<file path="config.mk">
export PLATFORM = sky130hd
export DESIGN_NAME = mem_port_arbiter
export DESIGN_NICKNAME = d
export VERILOG_FILES = /design/src/rtl/mem_arb_pkg.sv /design/src/rtl/rd_tag_pipe.sv /design/src/rtl/mem_port_arbiter.sv
export SDC_FILE = /design/constraint.sdc
export NUM_CORES = 1
export LEC_CHECK = 0
export ABC_AREA = 0
export CORE_UTILIZATION = 28
export DETAILED_ROUTE_END_ITERATION = 12
export HOLD_SLACK_MARGIN = 0.03
export PLACE_DENSITY = 0.82
export SETUP_SLACK_MARGIN = 0.5
export SLEW_MARGIN = 15
export SYNTH_ARGS = -nofsm -noshare
export SYNTH_HDL_FRONTEND = slang
export SYNTH_SLANG_ARGS = --single-unit
</file>
<file path="constraint.sdc">
create_clock -name clk -period 2.9 [get_ports clk]
set_clock_uncertainty 0.15 [all_clocks]
set_input_delay 0.29 -clock clk [delete_from_list [all_inputs] [get_ports clk]]
set_output_delay 0.29 -clock clk [all_outputs]
set_load 0.03 [all_outputs]
</file>
<file path="src/rtl/mem_arb_pkg.sv">
// Shared types and ids for the two-master memory port arbiter.
package mem_arb_pkg;

  typedef enum logic [1:0] {
    IDLE,
    OWN0,
    OWN1
  } arb_state_t;

  localparam logic M0_ID = 1'b0;
  localparam logic M1_ID = 1'b1;

  // Read-return tag: travels alongside an outstanding read to route the data back.
  typedef struct packed {
    logic valid;
    logic id;
  } rd_tag_t;

endpackage

</file>
<file path="src/rtl/rd_tag_pipe.sv">
// Fixed-length shift register carrying read tags until the memory data returns.
module rd_tag_pipe
  import mem_arb_pkg::*;
#(
  parameter int unsigned RD_LAT = 1
) (
  input  logic    clk,
  input  logic    reset,
  input  rd_tag_t tag_in,
  output rd_tag_t tag_out
);

  rd_tag_t pipe_q [RD_LAT];

  // Shift tags one stage per cycle; reset drops every in-flight read.
  always_ff @(posedge clk) begin
    if (reset) begin
      for (int unsigned i = 0; i < RD_LAT; i++) begin
        pipe_q[i] <= '0;
      end
    end else begin
      pipe_q[0] <= tag_in;
      for (int unsigned i = 1; i < RD_LAT; i++) begin
        pipe_q[i] <= pipe_q[i-1];
      end
    end
  end

  assign tag_out = pipe_q[RD_LAT-1];

endmodule

</file>
<file path="src/rtl/mem_port_arbiter.sv">
// Two-master arbiter for a single 16-bit memory port: zero-latency issue, bounded
// ownership under contention, fixed-latency tagged read return.
module mem_port_arbiter
  import mem_arb_pkg::*;
#(
  parameter int unsigned RD_LAT   = 1,
  parameter int unsigned MAX_HOLD = 4
) (
  input  logic        clk,
  input  logic        reset,
  input  logic        m0_req,
  input  logic        m0_we,
  input  logic [15:0] m0_addr,
  input  logic [15:0] m0_wrdata,
  output logic        m0_gnt,
  output logic        m0_rvalid,
  input  logic        m1_req,
  input  logic        m1_we,
  input  logic [15:0] m1_addr,
  input  logic [15:0] m1_wrdata,
  output logic        m1_gnt,
  output logic        m1_rvalid,
  output logic [15:0] mX_rddata,
  output logic [15:0] o_mem_addr,
  output logic        o_mem_rd,
  output logic        o_mem_wr,
  output logic [15:0] o_mem_wrdata,
  input  logic [15:0] i_mem_rddata
);

  localparam int unsigned HoldW = $clog2(MAX_HOLD + 1);
  localparam logic [HoldW-1:0] HoldMax = HoldW'(MAX_HOLD);
  localparam logic [HoldW-1:0] HoldOne = HoldW'(1);

  arb_state_t       state_q, state_d;
  logic             rr_ptr_q, rr_ptr_d;
  logic [HoldW-1:0] hold_q, hold_d;

  logic    gnt_valid, gnt_id;
  logic    own_id, own_req, oth_req;
  logic    sel_id, sel_we;
  rd_tag_t tag_in, tag_out;

  assign own_id  = (state_q == OWN1);
  assign own_req = own_id ? m1_req : m0_req;
  assign oth_req = own_id ? m0_req : m1_req;

  // Grant decision and next state from registered ownership, hold count and rr pointer.
  always_comb begin
    gnt_valid = 1'b0;
    gnt_id    = M0_ID;
    state_d   = state_q;
    hold_d    = hold_q;
    rr_ptr_d  = rr_ptr_q;
    case (state_q)
      IDLE: begin
        if (m0_req && m1_req) begin
          gnt_valid = 1'b1;
          gnt_id    = rr_ptr_q;
        end else if (m0_req || m1_req) begin
          gnt_valid = 1'b1;
          gnt_id    = m1_req ? M1_ID : M0_ID;
        end
        if (gnt_valid) begin
          state_d = gnt_id ? OWN1 : OWN0;
          hold_d  = HoldOne;
        end
      end
      OWN0, OWN1: begin
        if (own_req && (!oth_req || hold_q < HoldMax)) begin
          // Keep ownership; the count only saturates when nobody else is waiting.
          gnt_valid = 1'b1;
          gnt_id    = own_id;
          hold_d    = (hold_q == HoldMax) ? hold_q : hold_q + HoldOne;
        end else if (oth_req) begin
          gnt_valid = 1'b1;
          gnt_id    = ~own_id;
          state_d   = own_id ? OWN0 : OWN1;
          hold_d    = HoldOne;
        end else begin
          state_d = IDLE;
          hold_d  = '0;
        end
      end
      default: begin
        state_d = IDLE;
        hold_d  = '0;
      end
    endcase
    if (gnt_valid) begin
      rr_ptr_d = ~gnt_id;
    end
    // No command may leave the block while reset is asserted.
    if (reset) begin
      gnt_valid = 1'b0;
    end
  end

  // Arbitration state registers.
  always_ff @(posedge clk) begin
    if (reset) begin
      state_q  <= IDLE;
      rr_ptr_q <= M0_ID;
      hold_q   <= '0;
    end else begin
      state_q  <= state_d;
      rr_ptr_q <= rr_ptr_d;
      hold_q   <= hold_d;
    end
  end

  // Issue mux: without a grant the port shows m0's fields with both strobes low.
  always_comb begin
    sel_id       = gnt_valid & gnt_id;
    sel_we       = sel_id ? m1_we : m0_we;
    o_mem_addr   = sel_id ? m1_addr : m0_addr;
    o_mem_wrdata = sel_id ? m1_wrdata : m0_wrdata;
    o_mem_rd     = gnt_valid & ~sel_we;
    o_mem_wr     = gnt_valid & sel_we;
    m0_gnt       = gnt_valid & (gnt_id == M0_ID);
    m1_gnt       = gnt_valid & (gnt_id == M1_ID);
  end

  assign tag_in = '{valid: o_mem_rd, id: sel_id};

  rd_tag_pipe #(
    .RD_LAT(RD_LAT)
  ) u_rd_tag_pipe (
    .clk    (clk),
    .reset  (reset),
    .tag_in (tag_in),
    .tag_out(tag_out)
  );

  assign m0_rvalid = tag_out.valid & (tag_out.id == M0_ID);
  assign m1_rvalid = tag_out.valid & (tag_out.id == M1_ID);
  assign mX_rddata = i_mem_rddata;

endmodule

</file>
==> results.md <==
* Placed cells at 300
* RSZ-0062 raised after global routing: yes
* Share of cells above drive strength 1 at 49.63%
* Worst Hold Path Cells at 2
* Seq/Total Area, Yosys at 12.99%
* HP Start: rr_ptr_q
* Fillers at between 300 and 400
* Post-Syn Instances at 142
* Pwr dens at 734.1 nW/um^2
* Io pins at 140
* Synth top area cells: mux2_2, dfxtp_1, buf_4, ha_1, nor3_1
* Drt pass-1 iters at 4
* Drt via density at 4.836
* Ys flop type: dfxtp_1
* Post-Syn Area per Cell at around 8.7 um^2
* Register Area at 162.7 um^2
* Worst-margin pin slew at 0.3905 ns
* Initial Utilization at 29.95%
* WP data required at 2.46 ns
* Final RePlAce weighted congestion at 0.9402
* DRC at 0
* Area of the multi-input gates at 1057 um^2
* Share of the synthesized area in the top cell type at 28.32%
* Worst IR Drop VDD at about 0.44 mV
* Yosys reg bits at 8
* First DRT Iteration DRCs at slightly above 40
* Crit path capture type: output pin
* Fin worst setup slack at -0.06829 ns
* Max cap viols at 0
* Synth cell types at 37
* Hold Slack at 0.3413 ns
* Hold crit path type: reg -> reg
* Worst R2R Start: state_q[0]
* # nets final at 362
* FF-to-FF End: state_q[1]
* Final non-filler cell total at 318
* Post-Syn Area at 1232 um^2
* Core Box Area at 4115 um^2
* Worst-path clk slew at 0.04 ns
* Via count at 1538
* H-tree depth at 1
* Total Wirelength at 5.466 mm
* Clk root buf: clkbuf_8
* Count of final setup violators at 32
* Total CTS buffers at 3
* Ys Warns at 0
* Async S/R FF share, synth at 0%
* Vias in the first global route at between 1000 and 1500
* Register-to-register setup slack at between 0.6 and 0.7 ns
* Die W at 68.35 um
* Largest net degree at the start of global routing at 17
* Port Buffer Count at 107
* Antenna Cells at 0
* Status: finished with violations
* Failing checks: setup timing
* Syn nets at 234
* Routed Antenna Nets at 0
* Max Fclk at 0.3369 GHz
* Drt wl/cell at 17.19 um
* Chip height at between 60 and 70 um
* DP Wirelength at between 3 and 4 mm
* Final min period at 2.968 ns
* Total Power at between 2 and 2.5 mW
* CP max FO at 8
* Critical path launch point type: register
* Initial antenna violation count at 0
* Pins Over Slew Limit at 0
* WHS Endpoint: rr_ptr_q
* Clk Latency, worst-skew pair at 0.23 ns
* Max-slew headroom at 73.91%
* Post-synth EDFFs at 0
* GRT Overall Usage at 21.23%
* Site Rows at 23
* CTS max path bufs at 2
* CTS Sinks at 8
* First-pass GRT wire length at 7.203 mm
* Period utilization at 102.4%
* CTS tree: built
* End-of-flow core utilization at between 60% and 70%
* Crit Path Class: reg -> out
* Die area at around 4700 um^2
* Area Growth Syn to Fin at 128.3%
* Hold Vio Cnt, Final at 0
* Gr ovfl total at 0
* Area leader, netlist: mux2_2
* Leakage at between 1 and 1.5 nW
* CTS Hold Buffers Added at 0
* R2R depth at 10
* WP data arrival at 2.53 ns
==> kinds of logic after synthesis <==
| family | share of synthesized area [%] |
|---|---|
| fa+ha+maj | 6.091 |
| compound gates | 12.89 |
| buf+inv | 16.24 |
| flops | 12.99 |
| mux | 32.59 |
| simple gates | 19.19 |
==> sequential cells by signal (all words and copies together) (netlist names) <==
register and flops:
state_q 2, u_rd_tag_pipe.pipe_q 2, hold_q 3, rr_ptr_q 1
==> per-stage QoR <==
stage	TNS (ns)	area, um^2	setup slack (ns)
global route	-4.929	2814	-0.1735
CTS	-1.871	2709	-0.07623
global placement	-11.06	2441	-0.3974
finish	-1.365	2814	-0.06829
detailed placement	-12.61	2441	-0.4583
floorplan	0	1313	0.1617
==> critical path, stage by stage (launching register included) <==
cell       delay, ns
dfxtp_2         0.32
inv_2           0.05
ha_2            0.19
buf_4           0.17
nor3b_1         0.15
o21bai_1        0.22
nand3_2         0.14
nor3_4          0.21
buf_4           0.17
clkbuf_16       0.16
mux2_2          0.34
buf_4           0.17
==> power by group <==
| group | total (mW) | switching, mW | internal (mW) |
|---|---|---|---|
| logic | 1.75 | 0.809 | 0.939 |
| clock network | 0.138 | 0.0478 | 0.0902 |
| registers | 0.180 | 0.0308 | 0.149 |
==> layout by cell type (no fill, tap or decap), types with 4 or more instances in the layout <==
cell,instances
o21ai_0,5
dfxtp_1,6
buf_12,4
a21oi_1,5
mux2_4,17
inv_1,6
buf_4,47
nor2_1,7
nand3_1,4
clkdlybuf4s50_1,71
nand2_1,4
nor3_1,5
mux2_2,16
buf_6,20
==> per-layer routing <==
layer  share of wire, %  vias up  track usage [%]  routed length [um]
met5                  0        -                0                   0
met4                1.2        0            4.167                  68
met3                 10        6            7.167                 548
met2                 52       72            38.97                2844
met1                 37      714            23.42                2004
li1                   -      746                -                   -
==> layout make-up <==
cell class | instances | share of cell area [%]
clock buffers | 3 | 1.467
inverters | 7 | 0.9337
multi-input cells | 104 | 37.57
flip-flops and latches | 8 | 5.780
well taps | 50 | 2.223
repair buffers | 146 | 52.02
==> synthesized netlist by cell type (all sizes together), types with 2 or more instances <==
| cell type | instances |
|---|---|
| o21ai | 6 |
| mux2 | 33 |
| nor4b | 2 |
| and3 | 2 |
| ha | 6 |
| a21oi | 6 |
| a211oi | 2 |
| nand2 | 4 |
| nor2b | 2 |
| nor3b | 3 |
| buf | 22 |
| nor3 | 8 |
| nor2 | 7 |
| mux2i | 3 |
| nand3 | 5 |
| dfxtp | 8 |
| a21boi | 2 |
| inv | 7 |
==> repair_timing <==
action	CTS	global route
gates resized for setup	215	10
setup buffers	9	3
endpoints found under the setup margin	36	36
gates cloned	2	1
pin swaps	6	2
==> how the worst max path moves through the flow <==
stage                from                to  slack (ns)  cells past startpoint
6_report       state_q[0]     o_mem_addr[9]       -0.07                     11
3_3_place_gp       m1_req   o_mem_wrdata[4]       -0.40                      8
4_1_cts        state_q[0]    o_mem_addr[12]       -0.08                     11
5_1_grt        state_q[0]     o_mem_addr[9]       -0.17                     11
2_1_floorplan  state_q[0]  o_mem_wrdata[10]        0.16                      9
3_5_place_dp       m1_req     o_mem_addr[4]       -0.46                      8
Note: power is estimated with default switching activity, not from simulation.
==> variant 1: new RTL, same settings <==
`RD_LAT` is set to 1 in 2 places; all go to 2.
--- a/src/rtl/rd_tag_pipe.sv
+++ b/src/rtl/rd_tag_pipe.sv
@@ -4,3 +4,3 @@
 #(
-  parameter int unsigned RD_LAT = 1
+  parameter int unsigned RD_LAT = 2
 ) (
--- a/src/rtl/mem_port_arbiter.sv
+++ b/src/rtl/mem_port_arbiter.sv
@@ -5,3 +5,3 @@
 #(
-  parameter int unsigned RD_LAT   = 1,
+  parameter int unsigned RD_LAT   = 2,
   parameter int unsigned MAX_HOLD = 4
Behaviour: not the same (Yosys sat finds a counterexample within 4 cycles, from zero or initial values and one cycle with reset high).
==> variant 1 against the unedited design <==
Worst setup slack better by 0.26 ns; register-to-register slack better by 0.10 ns; sequential share of layout area is 2.0 points higher; core utilization is 13 points lower; synthesized area is 14% higher; wire length is 18% lower; sequential cell count is 2 higher; power is 16% lower; final area is 6.0% lower; critical endpoint is now o_mem_addr[8].
==> variant 1: results <==
[cells_and_area]
fillers = 404
drive_gt1_share_pct = 47.4
diodes = 0
nets = 346
layoutNonFillerInstCount = 320
top_regs = u_rd_tag_pipe.pipe_q x4, hold_q x3, state_q x2

[synthesis]
synth.avg_cell_area_um2 = 10.0
synth_nets = 232
synth.area.top_cells = mux2_4 30%, dfxtp_1 14%, buf_4 8.6%
async_flop_share_pct = 0
synthFlopType = dfxtp_1
synth.cells.most_frequent = 28 x mux2_4, 16 x buf_4, 11 x inv_1
synth_seq_area_share_pct = 14.3
yosysWarningCount = 0
synth.distinct_cells = 36

[power_and_ir_drop]
irDropWorstVdd_mv = 0.275
power_leakage_nw = 1.24
p_sw_uw = 727

[grt]
grt_max_degree = 13
grt_pass1_wl_um = 6470
antenna_found_initial = 0
grt_use_total_pct = 15.9

[detailed_routing]
postRouteWirelength_um = 4490
num_vias = 1424
drtIter0Drc = 61
drt_first_pass_iters = 4

[clock_network]
clock_latency_ns = 0.24
cts_made_buffers = 3
clockBufferDepth = 2
clk_pin_slew_ns = 0.05
cts-root-buf = clkbuf_8
htree_num_levels = 1

[worst_hold_path]
hold_class = flip-flop to flip-flop

[placement]
dp_hpwl_um = 3480
gp_congestion = 0.782
port_buffers = 107
dp_cells = 313

[sta]
slew-limit-headroom_pct = 59.5

[status]
status = finished clean

[critical_path]
crit_fanout = 12
variant 1: changes by cell type in the layout (fill, tap and decap cells not counted), moves of 3 or more:
cell     change
o21ai_0      -5
mux2_4      +14
buf_2       +22
buf_4       -29
nand2_1      -3
mux2_2      -14
variant 1: through the flow:
stage / setup slack [ns] / area [um^2] / hold slack (ns)
floorplan: 0.509 / 1400 / 0.264
global placement: -0.106 / 2520 / 0.277
detailed placement: -0.0949 / 2520 / 0.289
CTS: 0.200 / 2550 / 0.288
global route: 0.130 / 2640 / 0.317
finish: 0.192 / 2640 / 0.285
variant 1: cells by family after synthesis:
kind of cell / Yosys count / synth area share [%]
compound gates: 15 / 7.58
fa+ha+maj: 6 / 5.35
buf+inv: 33 / 18.0
flops: 10 / 14.3
mux: 38 / 37.6
simple gates: 38 / 17.2
variant 1: final cells by class:
type                            count  area (um^2)  share of cell area (%)
Clock buffer                        4         55.1                    2.08
Inverter                           11         46.3                    1.75
Multi-Input combinational cell     97         1060                    39.9
Sequential cell                    10          205                    7.76
Tap cell                           67         83.8                    3.17
Timing Repair Buffer              131         1200                    45.3
variant 1: what timing repair did:
item / CTS / global route
cloned: 0 / 0
buffers inserted: 2 / 1
setup endpoints to repair: 36 / 36
resized for setup: 210 / 22
pin swaps: 3 / 7
variant 1: power groups by stage:
stage	combinational, mW	sequential (mW)	clock, mW
3_3_place_gp	1.19	0.202	0
4_1_cts	1.24	0.207	0.184
5_1_grt	1.42	0.223	0.189
3_5_place_dp	1.20	0.205	0
2_1_floorplan	0.798	0.200	0
6_report	1.33	0.219	0.177
variant 1: path summary, 6_finish.rpt:
kind | startpoint | to | slack [ns] | cells after the start
worst max-delay path | state_q[0] | o_mem_addr[8] | 0.19 | 9
worst min-delay path | u_rd_tag_pipe.pipe_q[0][0] | u_rd_tag_pipe.pipe_q[0][2] | 0.29 | 1
worst max register to register | state_q[0] | rr_ptr_q | 0.75 | 11
worst min register to register | u_rd_tag_pipe.pipe_q[0][0] | u_rd_tag_pipe.pipe_q[0][2] | 0.29 | 1
variant 1: critical path, cell delays in order, from the launching register on:
cell and delay, ns:
dfxtp_2 0.34, inv_4 0.06, ha_4 0.17, or3b_4 0.41
a21oi_4 0.19, nor4_4 0.06, nand2_4 0.14, buf_12 0.16
mux2_4 0.30, buf_2 0.18
variant 1: per-layer routing:
| layer | share of wire (%) | up-vias | wire length [um] | GRT usage, % |
|---|---|---|---|---|
| met5 | 0 | - | 0 | 0 |
| met4 | 1.9 | 0 | 85 | 7.19 |
| met3 | 5.2 | 11 | 233 | 2.62 |
| met2 | 55 | 57 | 2460 | 29.6 |
| met1 | 38 | 650 | 1700 | 17.7 |
| li1 | - | 706 | - | - |
==> variant 2: new RTL, same settings <==
Made on the original files. Make the reset (`reset`) asynchronous in 2 clocked blocks.
--- a/src/rtl/rd_tag_pipe.sv
+++ b/src/rtl/rd_tag_pipe.sv
@@ -15,3 +15,3 @@
   // Shift tags one stage per cycle; reset drops every in-flight read.
-  always_ff @(posedge clk) begin
+  always_ff @(posedge clk or posedge reset) begin
     if (reset) begin
--- a/src/rtl/mem_port_arbiter.sv
+++ b/src/rtl/mem_port_arbiter.sv
@@ -99,3 +99,3 @@
   // Arbitration state registers.
-  always_ff @(posedge clk) begin
+  always_ff @(posedge clk or posedge reset) begin
     if (reset) begin
Behaviour: differs if reset is asserted again (counterexample within 4 cycles, from zero or initial values and one cycle with reset high); with reset held inactive, the same outputs for 10 cycles.
==> variant 2 against the unedited design <==
The run still ends with negative setup slack left; count of clock-buffer cells in the layout is the same; power is essentially flat; wire length shrank 18%; sequential share of layout area grew 2.0 points; worst setup slack lost 0.078 ns; die area grew 5.0%; fmax shrank 2.6%; sequential cell count is the same; synthesized area grew 5.2%; non-clock buffer count shrank 12; clock power shrank 5%; sequential power grew 3%; final area shrank 8.3%.
==> variant 2: results <==
[power_and_ir_drop]
p_int_mw = 1.18
power_leakage_nw = 1.24
irDropWorstVdd_mv = 0.491

[sta]
tns_ns = -4.06
tightest_slew_ns = 0.347
fin_ws_ns = -0.146
setup_viol = 34

[synthesis]
synth.distinct_cells = 33
synth.cells.most_frequent = 29 x mux2_4, 16 x buf_4, 9 x inv_1
synth_nets = 219
async_flop_share_pct = 100
synth_seq_area_share_pct = 15.4
synthFlopType = dfrtp_1
synth.area.top_cells = mux2_4 34%, dfrtp_1 15%, buf_4 9.3%

[critical_path]
crit_fanout = 3
crit_start = state_q[1]

[grt]
grt_use_total_pct = 17.6
grt_max_degree = 24
first_global_vias = 1393
antenna_found_initial = 0
grt_pass1_wl_um = 6920

[cells_and_area]
drive_gt1_share_pct = 46.7
largest_reg_flops = 3
nets = 338

[worst_hold_path]
hold_class = primary input to asynchronous set/reset pin

[placement]
gp_congestion = 0.861
dp_hpwl_um = 3680
placed_area_um2 = 2470

[clock_network]
htree_num_levels = 1
cts-root-buf = clkbuf_8

[detailed_routing]
wl_per_cell_um = 15.2
num_vias = 1347
drtIter0Drc = 61

[status]
status = finished with violations
failed_checks = negative setup slack
-- variant 2: cell types whose count changed after synthesis, moves of 4 or more --
cell,unedited run,this run
dfrtp_1,0,8
dfxtp_1,8,0
mux2_2,31,7
mux2_4,0,29
nand3_1,5,1
nor3_1,7,1
-- variant 2: cell type report --
class | instances | area, um^2
well taps | 52 | 65.1
repair buffers | 134 | 1280
fillers | 386 | 1830
flip-flops and latches | 8 | 200
clock buffers | 3 | 41.3
multi-input cells | 90 | 961
inverters | 9 | 33.8
-- variant 2: power groups by stage --
stage                     Sequential, mW  Combinational (mW)  Clock, mW
after floorplan                    0.184                1.04          0
after global placement             0.185                1.60          0
after detailed placement           0.188                1.61          0
after CTS                          0.186                1.71      0.135
after global routing               0.195                1.85      0.141
final                              0.186                1.75      0.131
-- variant 2: repair_timing --
| item | CTS | global route |
|---|---|---|
| setup endpoints to repair | 37 | 39 |
| buffers inserted | 3 | 1 |
| gates resized for setup | 206 | 6 |
| pin swaps | 0 | 1 |
-- variant 2: per-layer routing --
| metal | routed length [um] | GRT usage, % |
|---|---|---|
| met4 | 50 | 4.22 |
| met3 | 329 | 4.47 |
| met1 | 1800 | 21.0 |
| met5 | 0 | 0 |
| met2 | 2310 | 31.4 |
-- variant 2: through the flow --
stage,instances,setup slack (ns)
global route,296,-0.231
finish,296,-0.146
CTS,295,-0.152
detailed placement,289,-0.471
floorplan,127,0.171
global placement,289,-0.436
-- variant 2: logic make-up after synthesis --
| logic type | share of synthesized area, % |
|---|---|
| and+or+nand+nor | 12.5 |
| adders and majority gates | 5.79 |
| AOI/OAI and AO/OA | 11.1 |
| buffers and inverters | 14.8 |
| muxes | 40.4 |
| DFF | 15.4 |
-- variant 2: critical path, stage by stage, from the launching register on --
cell,delay [ns]
dfrtp_1,0.41
ha_4,0.18
or4b_4,0.54
a21bo_4,0.24
a32oi_4,0.22
buf_6,0.15
mux2i_4,0.24
buf_6,0.12
nor2b_4,0.14
buf_6,0.14
-- variant 2: worst paths after layout --
check | to | slack [ns] | depth (start not counted)
worst min register to register | hold_q[1] | 0.44 | 2
min in group clk | mX_rddata[10] | 0.43 | 0
worst max-delay path | o_mem_rd | -0.15 | 9
max in group asynchronous | hold_q[1] | 2.18 | 2
worst min-delay path | rr_ptr_q | 0.19 | 2
worst max register to register | u_rd_tag_pipe.tag_out[1] | 0.43 | 8
